`config.mk`:
```
export PLATFORM = sky130hd
export DESIGN_NAME = any1_mem_align
export DESIGN_NICKNAME = d
export VERILOG_FILES = /design/src/rtl/any1_pkg.sv /design/src/rtl/any1_lane_gen.sv /design/src/rtl/any1_mem_align.sv
export SDC_FILE = /design/constraint.sdc
export NUM_CORES = 2
export LEC_CHECK = 0
export CAP_MARGIN = 5
export CORE_ASPECT_RATIO = 2
export CORE_MARGIN = 2
export CORE_UTILIZATION = 40
export DETAILED_ROUTE_END_ITERATION = 8
export PLACE_DENSITY = 0.58
export SLEW_MARGIN = 5
export SYNTH_ARGS = -nofsm -noshare
export SYNTH_HDL_FRONTEND = slang
export SYNTH_HIERARCHICAL = 1
export SYNTH_SLANG_ARGS = --single-unit
```
`constraint.sdc`:
```
create_clock -name clk -period 10.04 [get_ports clk]
set_clock_uncertainty 0.2 [all_clocks]
set_input_delay 1.506 -clock clk [delete_from_list [all_inputs] [get_ports clk]]
set_output_delay 1.506 -clock clk [all_outputs]
set_load 0.005 [all_outputs]
```
`src/rtl/any1_pkg.sv`:
```
// Shared types and size codes for the ANY-1 memory alignment path.
package any1_pkg;

  typedef enum logic [1:0] {
    ST_IDLE = 2'd0,
    ST_B0   = 2'd1,
    ST_B1   = 2'd2,
    ST_ERR  = 2'd3
  } state_e;

  // log2 byte-count size codes
  localparam logic [2:0] SZ_BYTE   = 3'd0;
  localparam logic [2:0] SZ_WYDE   = 3'd1;
  localparam logic [2:0] SZ_TETRA  = 3'd2;
  localparam logic [2:0] SZ_OCTA   = 3'd3;
  localparam logic [2:0] SZ_HEXI   = 3'd4;
  localparam logic [2:0] SZ_BUS32  = 3'd5;
  localparam logic [2:0] SZ_BUS64  = 3'd6;

  // An access may not be wider than the bus.
  function automatic logic size_legal(input logic [2:0] size, input int unsigned ofs);
    return 32'(size) <= ofs;
  endfunction

endpackage

```
`src/rtl/any1_lane_gen.sv`:
```
// Combinational lane-select and write-data positioning across a two-beat window.
module any1_lane_gen
  import any1_pkg::*;
#(
  parameter int unsigned BUS_BYTES = 32
) (
  input  logic [2:0]                   size,
  input  logic [$clog2(BUS_BYTES)-1:0] off,
  input  logic [BUS_BYTES*8-1:0]       dat,
  output logic [2*BUS_BYTES-1:0]       mask_c,
  output logic [2*BUS_BYTES*8-1:0]     dat_c,
  output logic                         need_b1_c
);

  localparam int unsigned OFS = $clog2(BUS_BYTES);
  localparam int unsigned MW  = 2 * BUS_BYTES;
  localparam int unsigned DW2 = 2 * BUS_BYTES * 8;

  logic [7:0]    nbytes;
  logic [MW-1:0] base;

  always_comb begin
    nbytes = 8'(1) << size;
    base   = '0;
    if (size_legal(size, OFS)) begin
      base = (MW'(1) << nbytes) - MW'(1);
    end
    mask_c    = base << off;
    dat_c     = DW2'(dat) << {off, 3'b000};
    need_b1_c = |mask_c[MW-1:BUS_BYTES];
  end

endmodule

```
`src/rtl/any1_mem_align.sv`:
```
// Load/store aligner: splits bus-crossing accesses into two beats and
// right-justifies returned load data.
module any1_mem_align
  import any1_pkg::*;
#(
  parameter int unsigned BUS_BYTES = 32,
  parameter int unsigned AW        = 32
) (
  input  logic                   clk,
  input  logic                   rst,
  input  logic                   req_v,
  output logic                   req_rdy,
  input  logic                   req_we,
  input  logic [AW-1:0]          req_adr,
  input  logic [2:0]             req_size,
  input  logic [BUS_BYTES*8-1:0] req_dat,
  output logic                   bus_v,
  output logic                   bus_we,
  output logic [AW-1:0]          bus_adr,
  output logic [BUS_BYTES-1:0]   bus_sel,
  output logic [BUS_BYTES*8-1:0] bus_dat_o,
  input  logic                   bus_ack,
  input  logic [BUS_BYTES*8-1:0] bus_dat_i,
  output logic                   resp_v,
  output logic                   resp_err,
  output logic [BUS_BYTES*8-1:0] resp_dat
);

  localparam int unsigned DW  = BUS_BYTES * 8;
  localparam int unsigned OFS = $clog2(BUS_BYTES);

  state_e               state_q, state_d;
  logic                 req_rdy_q, req_rdy_d;
  logic                 bus_v_q, bus_v_d;
  logic                 bus_we_q, bus_we_d;
  logic [AW-1:0]        bus_adr_q, bus_adr_d;
  logic [BUS_BYTES-1:0] bus_sel_q, bus_sel_d;
  logic [DW-1:0]        bus_dat_o_q, bus_dat_o_d;
  logic                 resp_v_q, resp_v_d;
  logic                 resp_err_q, resp_err_d;
  logic [DW-1:0]        resp_dat_q, resp_dat_d;
  logic [AW-1:0]        b1_adr_q, b1_adr_d;
  logic [BUS_BYTES-1:0] b1_sel_q, b1_sel_d;
  logic [DW-1:0]        b1_dat_q, b1_dat_d;
  logic                 need_b1_q, need_b1_d;
  logic [OFS-1:0]       off_q, off_d;
  logic [2:0]           size_q, size_d;
  logic                 we_q, we_d;
  logic [DW-1:0]        lo_q, lo_d;

  logic [2*BUS_BYTES-1:0] lane_mask;
  logic [2*DW-1:0]        lane_dat;
  logic                   lane_need_b1;
  logic [AW-1:0]          b0_adr;

  logic [DW-1:0]   merge_lo, merge_hi, keep, merged;
  logic [2*DW-1:0] merge_w;
  logic [7:0]      nbytes;

  any1_lane_gen #(
    .BUS_BYTES (BUS_BYTES)
  ) u_lane_gen (
    .size      (req_size),
    .off       (req_adr[OFS-1:0]),
    .dat       (req_dat),
    .mask_c    (lane_mask),
    .dat_c     (lane_dat),
    .need_b1_c (lane_need_b1)
  );

  assign b0_adr = req_adr & ~AW'(BUS_BYTES - 1);

  // Right-justify the beat pair; the acking beat's data is taken straight from the bus.
  always_comb begin
    merge_lo = (state_q == ST_B0) ? bus_dat_i : lo_q;
    merge_hi = (state_q == ST_B1) ? bus_dat_i : '0;
    merge_w  = {merge_hi, merge_lo} >> {off_q, 3'b000};
    nbytes   = 8'(1) << size_q;
    keep     = '0;
    for (int unsigned i = 0; i < BUS_BYTES; i++) begin
      keep[i*8 +: 8] = (i < 32'(nbytes)) ? 8'hFF : 8'h00;
    end
    merged = DW'(merge_w) & keep;
  end

  always_comb begin
    state_d     = state_q;
    bus_v_d     = bus_v_q;
    bus_we_d    = bus_we_q;
    bus_adr_d   = bus_adr_q;
    bus_sel_d   = bus_sel_q;
    bus_dat_o_d = bus_dat_o_q;
    resp_v_d    = 1'b0;
    resp_err_d  = 1'b0;
    resp_dat_d  = resp_dat_q;
    b1_adr_d    = b1_adr_q;
    b1_sel_d    = b1_sel_q;
    b1_dat_d    = b1_dat_q;
    need_b1_d   = need_b1_q;
    off_d       = off_q;
    size_d      = size_q;
    we_d        = we_q;
    lo_d        = lo_q;

    case (state_q)
      ST_IDLE: begin
        if (req_v && req_rdy_q) begin
          off_d     = req_adr[OFS-1:0];
          size_d    = req_size;
          we_d      = req_we;
          need_b1_d = lane_need_b1;
          b1_adr_d  = b0_adr + AW'(BUS_BYTES);
          b1_sel_d  = lane_mask[2*BUS_BYTES-1:BUS_BYTES];
          b1_dat_d  = lane_dat[2*DW-1:DW];
          if (!size_legal(req_size, OFS)) begin
            state_d    = ST_ERR;
            resp_err_d = 1'b1;
          end else begin
            state_d     = ST_B0;
            bus_v_d     = 1'b1;
            bus_we_d    = req_we;
            bus_adr_d   = b0_adr;
            bus_sel_d   = lane_mask[BUS_BYTES-1:0];
            bus_dat_o_d = lane_dat[DW-1:0];
          end
        end
      end
      ST_B0, ST_B1: begin
        if (bus_ack) begin
          lo_d = merge_lo;
          if (state_q == ST_B0 && need_b1_q) begin
            state_d     = ST_B1;
            bus_adr_d   = b1_adr_q;
            bus_sel_d   = b1_sel_q;
            bus_dat_o_d = b1_dat_q;
          end else begin
            state_d     = ST_IDLE;
            bus_v_d     = 1'b0;
            bus_we_d    = 1'b0;
            bus_adr_d   = '0;
            bus_sel_d   = '0;
            bus_dat_o_d = '0;
            resp_v_d    = 1'b1;
            resp_dat_d  = we_q ? '0 : merged;
          end
        end
      end
      ST_ERR: state_d = ST_IDLE;
      default: state_d = ST_IDLE;
    endcase

    req_rdy_d = (state_d == ST_IDLE);
  end

  always_ff @(posedge clk) begin
    if (rst) begin
      state_q     <= ST_IDLE;
      req_rdy_q   <= 1'b1;
      bus_v_q     <= 1'b0;
      bus_we_q    <= 1'b0;
      bus_adr_q   <= '0;
      bus_sel_q   <= '0;
      bus_dat_o_q <= '0;
      resp_v_q    <= 1'b0;
      resp_err_q  <= 1'b0;
      resp_dat_q  <= '0;
      b1_adr_q    <= '0;
      b1_sel_q    <= '0;
      b1_dat_q    <= '0;
      need_b1_q   <= 1'b0;
      off_q       <= '0;
      size_q      <= '0;
      we_q        <= 1'b0;
      lo_q        <= '0;
    end else begin
      state_q     <= state_d;
      req_rdy_q   <= req_rdy_d;
      bus_v_q     <= bus_v_d;
      bus_we_q    <= bus_we_d;
      bus_adr_q   <= bus_adr_d;
      bus_sel_q   <= bus_sel_d;
      bus_dat_o_q <= bus_dat_o_d;
      resp_v_q    <= resp_v_d;
      resp_err_q  <= resp_err_d;
      resp_dat_q  <= resp_dat_d;
      b1_adr_q    <= b1_adr_d;
      b1_sel_q    <= b1_sel_d;
      b1_dat_q    <= b1_dat_d;
      need_b1_q   <= need_b1_d;
      off_q       <= off_d;
      size_q      <= size_d;
      we_q        <= we_d;
      lo_q        <= lo_d;
    end
  end

  assign req_rdy   = req_rdy_q;
  assign bus_v     = bus_v_q;
  assign bus_we    = bus_we_q;
  assign bus_adr   = bus_adr_q;
  assign bus_sel   = bus_sel_q;
  assign bus_dat_o = bus_dat_o_q;
  assign resp_v    = resp_v_q;
  assign resp_err  = resp_err_q;
  assign resp_dat  = resp_dat_q;

endmodule

```
==> flow_summary.json, run 1 <==
{
  "status": "stopped before the end",
  "failed_stage": "global routing",
  "firstError": "[ERROR GRT-0116] Global routing finished with congestion. Check the congestion regions in the DRC Viewer.",
  "gr-total-overflow": 5201,
  "cts_hold_buf": 0,
  "synth_seq_cells": 1159,
  "synth_edf_count": 0,
  "htreeDepth": 3,
  "syn_avg_cell_area_um2": 8.00,
  "synth_ff_type": "dfxtp_1",
  "synth-async-reset-ratio_pct": 0,
  "cts_repair_resize_count": 0,
  "gp_congestion": 1.26,
  "yosys_warnings": 6,
  "hpwl_um": 575000,
  "synth_top_area_share_pct": 26.8,
  "synth_cell_type_count": 113,
  "clock_path_buffers": 3,
  "yosysSeqAreaShare_pct": 26.8,
  "cts_buffers": 120,
  "grtUsageTotal_pct": 83.4,
  "yosysTopAreaCell": "dfxtp_1",
  "io_pins": 1133,
  "place.port_buffers": 1127,
  "grt_first_pass_wirelength_um": 1350000,
  "clkSinkCount": 1159,
  "die_h_um": 662,
  "grt_max_degree": 166,
  "syn_area_um2": 86500,
  "netlist_instances": 10800,
  "row_count": 241,
  "post_cts_buffers": 0,
  "clockRootBuffer": "clkbuf_16",
  "start_util_pct": 40.2,
  "die_w_um": 333,
  "grt_pass1_vias": 129000,
  "ys_top_cells_by_area": "dfxtp_1, mux2i_1, mux4_2"
}
-- cell usage after synthesis (all sizes together), types with 342 or more instances --
master / count
mux4: 407
clkbuf: 593
mux2: 363
a21oi: 872
mux2i: 937
o21ai: 450
dfxtp: 1159
buf: 506
nand2: 2214
a221oi: 342
nor2: 933
nor3: 358
-- logic make-up after synthesis --
kind of cell | after synthesis | synth area share, %
compound gates | 2854 | 21.8
xor+xnor | 27 | 0.273
fa+ha+maj | 6 | 0.0868
buf+inv | 1125 | 6.00
flops | 1159 | 26.8
mux | 1707 | 26.2
other cells | 3 | 0.0130
simple gates | 3933 | 18.8
-- metrics by stage --
stage	worst slack (ns)	util [%]	cell area, um2	instances	hold slack (ns)
after floorplan	5.68	-	86500	10800	0.232
after global placement	3.64	46.4	99900	14000	0.233
after detailed placement	3.84	46.4	99900	14000	0.239
after CTS	4.69	48.4	104000	14200	0.247
-- metal layers --
metal / global-route usage (%) / overflow
met1: 80.0 / 52
met2: 103 / 3488
met3: 67.0 / 106
met4: 89.3 / 1550
met5: 30.2 / 5
==> run 2, diff against run 1 <==
--- a/config.mk
+++ b/config.mk
@@ -6,11 +6,10 @@
 export NUM_CORES = 2
 export LEC_CHECK = 0
 export CAP_MARGIN = 5
-export CORE_ASPECT_RATIO = 2
 export CORE_MARGIN = 2
-export CORE_UTILIZATION = 40
+export CORE_UTILIZATION = 25
 export DETAILED_ROUTE_END_ITERATION = 8
-export PLACE_DENSITY = 0.58
+export PLACE_DENSITY_LB_ADDON = 0.15
 export SLEW_MARGIN = 5
 export SYNTH_ARGS = -nofsm -noshare
 export SYNTH_HDL_FRONTEND = slang
==> flow_summary.json, run 2 <==
{
  "min_period_ns": 5.57,
  "peakVddDrop_mv": 0.155,
  "grtUsageTotal_pct": 45.9,
  "synth.area.mux_share_pct": 26.2,
  "max_freq_mhz": 180,
  "drcViolationCount": 1,
  "start_kind": "flop",
  "cts_repair_resize_count": 0,
  "tns_ns": 0,
  "synth_common_cells": "nand2_1, dfxtp_1, mux2i_1, nor2_1, a21oi_1",
  "hpwl_um": 650000,
  "syn_area_um2": 86500,
  "synth_ff_type": "dfxtp_1",
  "wl_met2_um": 359000,
  "worstMarginPinSlew_ns": 1.47,
  "synth_most_common_cell": "nand2_1",
  "slowest_delay_ns": 1.02,
  "crit_family": "buffers and inverters",
  "clkSinkCount": 1159,
  "drv_slew": 0,
  "drt_first_pass_iters": 9,
  "ys_top_cells_by_area": "dfxtp_1, mux2i_1, mux4_2",
  "synth_top_area_share_pct": 26.8,
  "insertion_delay_ns": 0.93,
  "rsz0062_at_grt": "no",
  "place.port_buffers": 1127,
  "powerDensity_nw_per_um2": 183,
  "dp_cells": 15800,
  "wl_met3_um": 72100,
  "finalSetupViolCount": 0,
  "routed_via_density": 6.40,
  "grt_first_pass_wirelength_um": 1060000,
  "fill_cells": 36700,
  "synth-async-reset-ratio_pct": 0,
  "maxSlewHeadroom_pct": 1.56,
  "crit_type": "flop to flop",
  "synth-xor-area-share_pct": 0.273,
  "instances_no_fill": 16300,
  "crit_fanout": 89,
  "synth_top_family_by_area": "multiplexers",
  "layout-drive-gt1-share_pct": 14.0,
  "hold_viol_final": 0,
  "gr-total-overflow": 0,
  "arrival_ns": 6.22,
  "cp_data_required_time_ns": 10.69,
  "yosysTopAreaCell": "dfxtp_1",
  "clock_path_buffers": 4,
  "cp_slowest_cell": "buf_4",
  "area_growth_pct": 25.5,
  "final_antenna_net_count": 0,
  "drt_iter0_drc": 14600,
  "hp-class": "flop to flop",
  "critPathCaptureType": "flop",
  "post_cts_buffers": 0,
  "period_share_pct": 55.4,
  "num_vias": 104000,
  "syn_avg_cell_area_um2": 8.00,
  "synth_edf_count": 0,
  "grt_max_degree": 202,
  "clk_pin_slew_ns": 0.06,
  "drv_cap": 0,
  "gp_congestion": 1.12,
  "yosysSeqAreaShare_pct": 26.8,
  "netlist_instances": 10800,
  "final_cell_mix": "nand2_1, dfxtp_1, clkdlybuf4s50_1",
  "layout_commonest_cell": "nand2_1",
  "clockRootBuffer": "clkbuf_16",
  "dpl_worst_slack_ns": 3.80,
  "routedWlPerCell_um": 51.3,
  "grt_pass1_vias": 96700,
  "row_count": 216,
  "wl_met1_um": 295000,
  "synth_seq_cells": 1159,
  "synth-simple-area-share_pct": 18.8,
  "violations": "design-rule violations",
  "cts_hold_buf": 0,
  "p_leak_nw": 38.5,
  "fin_ws_ns": 4.47,
  "dieArea_um2": 351000,
  "synth_compound_area_share_pct": 21.8,
  "worst-path-buf-inv": 6,
  "die_w_um": 592,
  "htreeDepth": 4,
  "yosys_warnings": 6,
  "status": "complete, but fails checks",
  "core_um2": 345000,
  "cts_buffers": 166,
  "cp_cell_sequence": "inv_1 -> ha_1 -> inv_8 -> buf_4 -> buf_4 -> buf_4 -> a221oi_1 -> buf_4 -> nor3_1",
  "routed.top_layer": "met5",
  "fin_nets": 12000,
  "path_common_cell": "buf_4",
  "start_util_pct": 25.0,
  "antenna_found_initial": 175,
  "synth_cell_type_count": 113,
  "synth_fa_ha_area_share_pct": 0.0868,
  "wl_um": 835000,
  "io_pins": 1133,
  "die_h_um": 592,
  "cts_tree": "done"
}
run 2: tightest hold or removal path, cell delays in order (launching register included):
cell and delay (ns):
dfxtp_1 0.31, nand2_1 0.05, nand2_1 0.04
run 2: cell type report:
| cell class | instances | area, um2 | share of cell area, % |
|---|---|---|---|
| Multi-Input combinational cell | 8541 | 58800 | 54.2 |
| Sequential cell | 1159 | 23200 | 21.4 |
| Timing Repair Buffer | 1533 | 14700 | 13.6 |
| Tap cell | 4578 | 5730 | 5.28 |
| Clock buffer | 237 | 4870 | 4.49 |
| Clock inverter | 55 | 667 | 0.614 |
| Antenna cell | 140 | 350 | 0.323 |
| Inverter | 26 | 158 | 0.145 |
run 2: layer usage:
layer  track usage, %  vias up
met5                0        -
met4             50.7       54
met3             11.6     2184
met2             69.2     7608
met1             50.4    53000
li1                 -    41400
run 2: report_power, final:
group / internal [W] / total, W / switching, W
clock: 0.00366 / 0.00639 / 0.00273
combinational: 0.00235 / 0.00801 / 0.00566
sequential: 0.00495 / 0.00548 / 0.000528
total: 0.0110 / 0.0199 / 0.00892
run 2: metrics by stage:
stage	util (%)	cell area, um2	hold slack, ns	total power (W)
final	31.4	109000	0.238	0.0199
after global routing	31.4	108000	0.257	0.0200
after CTS	31.3	108000	0.241	0.0195
after detailed placement	29.7	103000	0.233	0.0132
after global placement	29.7	103000	0.232	0.0132
after floorplan	-	86500	0.232	0.00864
run 2: cells by family after synthesis:
group | count (synthesis)
AOI/OAI and AO/OA | 2854
DFF | 1159
muxes | 1707
and+or+nand+nor | 3933
buffers and inverters | 1125
xor gates and xnor gates | 27
adders and majority gates | 6
other | 3
run 2: path summary, 6_finish.rpt:
| path | startpoint | to | slack [ns] | cells past startpoint |
|---|---|---|---|---|
| setup / recovery | state_q[0]$_SDFF_PP0_ | bus_dat_o[18]$_SDFFE_PP0P_ | 4.47 | 9 |
| hold reg to reg | resp_dat[247]$_SDFFE_PP0P_ | resp_dat[247]$_SDFFE_PP0P_ | 0.24 | 2 |
| hold / removal | resp_dat[247]$_SDFFE_PP0P_ | resp_dat[247]$_SDFFE_PP0P_ | 0.24 | 2 |
| setup reg to reg | state_q[0]$_SDFF_PP0_ | bus_dat_o[18]$_SDFFE_PP0P_ | 4.47 | 9 |
(Power assumes the default switching activity.)
